===== src/rtl/hades_pkg.sv =====
// rtl/hades_pkg.sv - shared hades-V writeback types and constants
package hades_pkg;

   localparam int XLEN       = 32;
   localparam int REG_ADDR_W = 5;

   typedef enum logic {
      IDLE      = 1'b0,
      WAIT_LOAD = 1'b1
   } wb_state_e;

   typedef enum logic [2:0] {
      F3_LB  = 3'b000,
      F3_LH  = 3'b001,
      F3_LW  = 3'b010,
      F3_LBU = 3'b100,
      F3_LHU = 3'b101
   } load_funct3_e;

endpackage


===== src/rtl/writeback_stage_if.sv =====
// rtl/writeback_stage_if.sv - execute handshake and data-memory response bus into writeback
interface writeback_stage_if;
   import hades_pkg::*;

   logic                  ex_valid;
   logic                  ex_ready;
   logic [REG_ADDR_W-1:0] ex_rd;
   logic [XLEN-1:0]       ex_result;
   logic                  ex_is_load;
   logic [2:0]            ex_funct3;
   logic                  mem_rvalid;
   logic [XLEN-1:0]       mem_rdata;

   modport master (
      output ex_valid, ex_rd, ex_result, ex_is_load, ex_funct3, mem_rvalid, mem_rdata,
      input  ex_ready
   );

   modport slave (
      input  ex_valid, ex_rd, ex_result, ex_is_load, ex_funct3, mem_rvalid, mem_rdata,
      output ex_ready
   );

endinterface


===== src/rtl/load_extender.sv =====
// rtl/load_extender.sv - selects the addressed byte/half of a load word and extends it
module load_extender
   import hades_pkg::*;
(
   input  logic [XLEN-1:0] rdata,
   input  logic [1:0]      addr,
   input  logic [2:0]      funct3,
   output logic [XLEN-1:0] result
);

   logic [7:0]  byte_sel;
   logic [15:0] half_sel;

   // Misaligned halves/words are not trapped here; only the lane-select bits matter.
   always_comb begin
      byte_sel = rdata[{addr, 3'b000} +: 8];
      half_sel = rdata[{addr[1], 4'b0000} +: 16];
      case (funct3)
         F3_LB:   result = {{24{byte_sel[7]}}, byte_sel};
         F3_LH:   result = {{16{half_sel[15]}}, half_sel};
         F3_LW:   result = rdata;
         F3_LBU:  result = {24'h000000, byte_sel};
         F3_LHU:  result = {16'h0000, half_sel};
         default: result = '0;
      endcase
   end

endmodule


===== src/rtl/writeback_stage.sv =====
// rtl/writeback_stage.sv - final hades-V stage, sole register-file writer; WB_INSTRET_EN adds instret
module writeback_stage
   import hades_pkg::*;
(
   input  logic                  clk,
   input  logic                  rst,
   writeback_stage_if.slave      bus,
   output logic [REG_ADDR_W-1:0] rf_write_address,
   output logic [XLEN-1:0]       rf_write_data,
   output logic                  rf_write_enable,
   output logic                  wb_busy
`ifdef WB_INSTRET_EN
   ,
   output logic [63:0]           instret
`endif
);

   wb_state_e             state;
   wb_state_e             state_next;
   logic [REG_ADDR_W-1:0] rd_q;
   logic [2:0]            funct3_q;
   logic [1:0]            addr_q;
   logic [XLEN-1:0]       load_data;
   logic                  retire;
   logic [REG_ADDR_W-1:0] retire_rd;
   logic [XLEN-1:0]       retire_data;

   load_extender u_load_extender (
      .rdata  (bus.mem_rdata),
      .addr   (addr_q),
      .funct3 (funct3_q),
      .result (load_data)
   );

   assign wb_busy = (state == WAIT_LOAD);

   always_comb begin
      state_next   = state;
      bus.ex_ready = 1'b0;
      retire       = 1'b0;
      retire_rd    = '0;
      retire_data  = '0;
      case (state)
         IDLE: begin
            bus.ex_ready = 1'b1;
            if (bus.ex_valid) begin
               if (bus.ex_is_load) begin
                  state_next = WAIT_LOAD;
               end else begin
                  retire      = 1'b1;
                  retire_rd   = bus.ex_rd;
                  retire_data = bus.ex_result;
               end
            end
         end
         WAIT_LOAD: begin
            if (bus.mem_rvalid) begin
               retire      = 1'b1;
               retire_rd   = rd_q;
               retire_data = load_data;
               state_next  = IDLE;
            end
         end
         default: state_next = IDLE;
      endcase
   end

   always_ff @(posedge clk) begin
      if (rst) begin
         state            <= IDLE;
         rd_q             <= '0;
         funct3_q         <= '0;
         addr_q           <= '0;
         rf_write_enable  <= 1'b0;
         rf_write_address <= '0;
         rf_write_data    <= '0;
      end else begin
         state           <= state_next;
         // x0 still retires, it just never reaches the register file.
         rf_write_enable <= retire && (retire_rd != '0);
         if (retire) begin
            rf_write_address <= retire_rd;
            rf_write_data    <= retire_data;
         end
         if (state == IDLE && bus.ex_valid && bus.ex_is_load) begin
            rd_q     <= bus.ex_rd;
            funct3_q <= bus.ex_funct3;
            addr_q   <= bus.ex_result[1:0];
         end
      end
   end

`ifdef WB_INSTRET_EN
   always_ff @(posedge clk) begin
      if (rst) begin
         instret <= '0;
      end else if (retire) begin
         instret <= instret + 64'd1;
      end
   end
`endif

endmodule

===== src/flat_wrapper.sv =====
// flat-port wrapper written by rule: the top's interface ports become plain ports
module writeback_stage_flat import hades_pkg::*;
  (clk, rst, rf_write_address, rf_write_data, rf_write_enable, wb_busy, bus_ex_valid, bus_ex_rd, bus_ex_result, bus_ex_is_load, bus_ex_funct3, bus_mem_rvalid, bus_mem_rdata, bus_ex_ready);
  writeback_stage_if bus_i ();
  input  logic clk;
  input  logic rst;
  output logic [REG_ADDR_W-1:0] rf_write_address;
  output logic [XLEN-1:0] rf_write_data;
  output logic rf_write_enable;
  output logic wb_busy;
  input wire logic [$bits(bus_i.ex_valid)-1:0] bus_ex_valid;
  input wire logic [$bits(bus_i.ex_rd)-1:0] bus_ex_rd;
  input wire logic [$bits(bus_i.ex_result)-1:0] bus_ex_result;
  input wire logic [$bits(bus_i.ex_is_load)-1:0] bus_ex_is_load;
  input wire logic [$bits(bus_i.ex_funct3)-1:0] bus_ex_funct3;
  input wire logic [$bits(bus_i.mem_rvalid)-1:0] bus_mem_rvalid;
  input wire logic [$bits(bus_i.mem_rdata)-1:0] bus_mem_rdata;
  output wire logic [$bits(bus_i.ex_ready)-1:0] bus_ex_ready;
  assign bus_i.ex_valid = bus_ex_valid;
  assign bus_i.ex_rd = bus_ex_rd;
  assign bus_i.ex_result = bus_ex_result;
  assign bus_i.ex_is_load = bus_ex_is_load;
  assign bus_i.ex_funct3 = bus_ex_funct3;
  assign bus_i.mem_rvalid = bus_mem_rvalid;
  assign bus_i.mem_rdata = bus_mem_rdata;
  assign bus_ex_ready = bus_i.ex_ready;
  writeback_stage u_core (.clk(clk), .rst(rst), .bus(bus_i), .rf_write_address(rf_write_address), .rf_write_data(rf_write_data), .rf_write_enable(rf_write_enable), .wb_busy(wb_busy));
endmodule

===== config.mk =====
export PLATFORM = sky130hd
export DESIGN_NAME = writeback_stage_flat
export DESIGN_NICKNAME = d
export VERILOG_FILES = /design/src/rtl/hades_pkg.sv /design/src/rtl/writeback_stage_if.sv /design/src/rtl/load_extender.sv /design/src/rtl/writeback_stage.sv /design/src/flat_wrapper.sv
export SDC_FILE = /design/constraint.sdc
export NUM_CORES = 1
export LEC_CHECK = 0
export ABC_AREA = 1
export CAP_MARGIN = 20
export CORE_ASPECT_RATIO = 0.7
export CORE_MARGIN = 5
export CORE_UTILIZATION = 48
export CTS_BUF_LIST = sky130_fd_sc_hd__clkbuf_2 sky130_fd_sc_hd__clkbuf_4 sky130_fd_sc_hd__clkbuf_8
export DETAILED_ROUTE_END_ITERATION = 10
export GPL_TIMING_DRIVEN = 0
export PLACE_DENSITY = 0.88
export SLEW_MARGIN = 10
export SYNTH_ARGS = -nofsm -noshare
export SYNTH_HDL_FRONTEND = slang
export SYNTH_SLANG_ARGS = --single-unit

===== constraint.sdc =====
create_clock -name clk -period 4.5 [get_ports clk]
set_clock_uncertainty 0.2 [all_clocks]
set_input_delay 0.45 -clock clk [delete_from_list [all_inputs] [get_ports clk]]
set_output_delay 0.45 -clock clk [all_outputs]
set_load 0.02 [all_outputs]

==> results.toml <==
[place]
place_congestion = 0.9481
port_buffers = 116
place.detailed.hpwl_mm = 7.537
dpl-instance-area_mm2 = 0.004121

[grt]
grt_pass1_wl_mm = 15.35
grtUsageMet2_pct = 37.87
track_usage_pct = 25.33
antenna_found_initial = 0
use_met1_pct = 36.77
first_global_vias = 3261
busiest_layer = "met2"
met3_usage_pct = 5.648
grt-ovfl-total = 0
grt_max_degree = 17

[timing]
min_period_ns = 2.070
finalHoldViolCount = 0
finalSetupViolCount = 0
fin_tns_setup_ns = 0
drv_slew = 0
relSlewSlack_pct = 53.48
worstMarginPinSlew_ns = 0.6978
max_freq_ghz = 0.4830
finalCritPeriodShare_pct = 46.00
rsz0062_at_grt = "no"

[drt]
wl_per_cell_um = 13.72
via_count = 3531
finalWirelength_mm = 9.592
drtAntennaViolNets = 0
viasPerCell = 5.052
drc = 0
drtIter0Drc = 298
firstDrtPassIters = 6

[hold_path]
hp-class = "reg -> reg"
hold_depth = 2

[critical_path]
cp.arrival_ns = 1.42
worstRegToRegCells = 10
start_kind = "register"
cp_max_fo = 6
cp-end-kind = "primary output"
worstPathRequired_ns = 3.85
critical_path_class = "reg -> out"

[synthesis]
netlist_area_mm2 = 0.002866
syn_nets = 577
netlist_instances = 500
synth_flop_cell = "dfxtp_1"
ys_seq_elements = 49
synthArstFlopShare_pct = 0
yosysSeqAreaShare_pct = 34.22
synth-edff-count = 0
ys_warn_count = 0
syn_area_per_cell_um2 = 5.733
ys_types = 20

[layout]
layout-drive-gt1-share_pct = 5.929
final_area_mm2 = 0.004237
fillers = 525
final_common_cell = "nand2_1"
antenna_cells = 0
most-common-layout-cells = "nand2_1 (295), clkdlybuf4s50_1 (116), dfxtp_1 (49), nand3_1 (44), inv_1 (25)"
layout.area.seq_um2 = 980.9
final_net_count = 700
area_delta_synth_final_pct = 47.80
multi_input_area_mm2 = 0.001637

[clocking]
clk_pin_slew_ns = 0.09
h-tree-depth = 2
clkLatencyLatePin_ns = 0.31
cts_setup_buffers = 0
cts_hold_buf = 0
root_buffer = "clkbuf_8"
clockBufferDepth = 2
cts_buffers = 5
cts_num_sinks = 49
ctsResizeCount = 0
cts_tree = "yes"

[power]
power.leakage_nw = 2.056
power_mw = 1.156
ir_drop_mv = 0.1574
powerDensity_mw_per_mm2 = 272.9

[die]
die_y_um = 74.66
initial_utilization_pct = 49.80
die_x_um = 102.4
core_area_mm2 = 0.005756
rows = 23
fp.dieArea_mm2 = 0.007642
io_pins = 117

[flow_run]
drv_cap = 0

[run_status]
status = "finished, final reports clean"
stage by stage:
step                      hold slack, ns  util [%]  setup WS [ns]  std cells
after floorplan                   0.2245         -          2.854        500
after global placement            0.2374     71.61          2.246        691
after detailed placement          0.2456     71.61          2.217        691
after CTS                         0.2576     73.61          2.431        699
after global routing              0.2847     73.61          2.351        699
final                             0.2535     73.61          2.430        699
critical path: stages (launching register included):
cell,delay (ns)
dfxtp_1,0.37
inv_1,0.12
clkdlybuf4s50_1,0.62
kinds of logic (layout without fill, tap and decap cells):
kind of cell / Yosys count / count (layout) / synth area share (%)
and+or+nand+nor: 364 / 364 / 50.50
AOI/OAI and AO/OA: 35 / 35 / 6.591
DFF: 49 / 49 / 34.22
buffers and inverters: 52 / 176 / 8.686
path summary, 6_finish.rpt:
check	start	endpoint	slack (ns)
max reg2reg	u_core.addr_q[1]	u_core.rf_write_data[9]	2.66
min reg2reg	u_core.rd_q[4]	u_core.rd_q[4]	0.25
min	u_core.rd_q[4]	u_core.rd_q[4]	0.25
max	u_core.wb_busy	bus_ex_ready	2.43
synth_stat cells (2+ instances only):
| cell | instances | share of area [%] |
|---|---|---|
| buf_2 | 13 | 2.3 |
| and2_1 | 2 | 0.44 |
| inv_1 | 25 | 3.3 |
| nand3_1 | 44 | 7.7 |
| o21ai_0 | 13 | 2.3 |
| clkbuf_1 | 5 | 0.65 |
| buf_4 | 2 | 0.52 |
| a21oi_1 | 20 | 3.5 |
| nor2_1 | 16 | 2.1 |
| buf_6 | 4 | 1.6 |
| inv_2 | 3 | 0.39 |
| nand2_1 | 295 | 39 |
| dfxtp_1 | 49 | 34 |
| nor2_2 | 3 | 0.65 |
flip-flops by register name, summed over array words and instances, names as in the netlist:
signal / count
u_core.addr_q: 2
u_core.funct3_q: 3
u_core.rd_q: 5
u_core.rf_write_address: 5
u_core.rf_write_data: 32
u_core.rf_write_enable: 1
u_core.wb_busy: 1
where the power goes:
part,switching [mW],internal [mW],total (mW)
clock network,0.161,0.167,0.328
registers,0.0149,0.462,0.477
logic,0.189,0.162,0.351
layout make-up:
cell class / instances / area share (%)
Clock inverter: 3 / 1.093
Buffer: 24 / 3.396
Inverter: 28 / 2.481
Sequential cell: 49 / 23.15
Tap cell: 75 / 2.215
Timing Repair Buffer: 116 / 27.41
Clock buffer: 5 / 1.624
Multi-Input combinational cell: 399 / 38.63
routing by layer:
metal  vias up  wire (um)
li1       1785          -
met1      1531       4302
met2       190       3945
met3        25       1142
met4         0        201
met5         -          0
(Power assumes the default switching activity.)
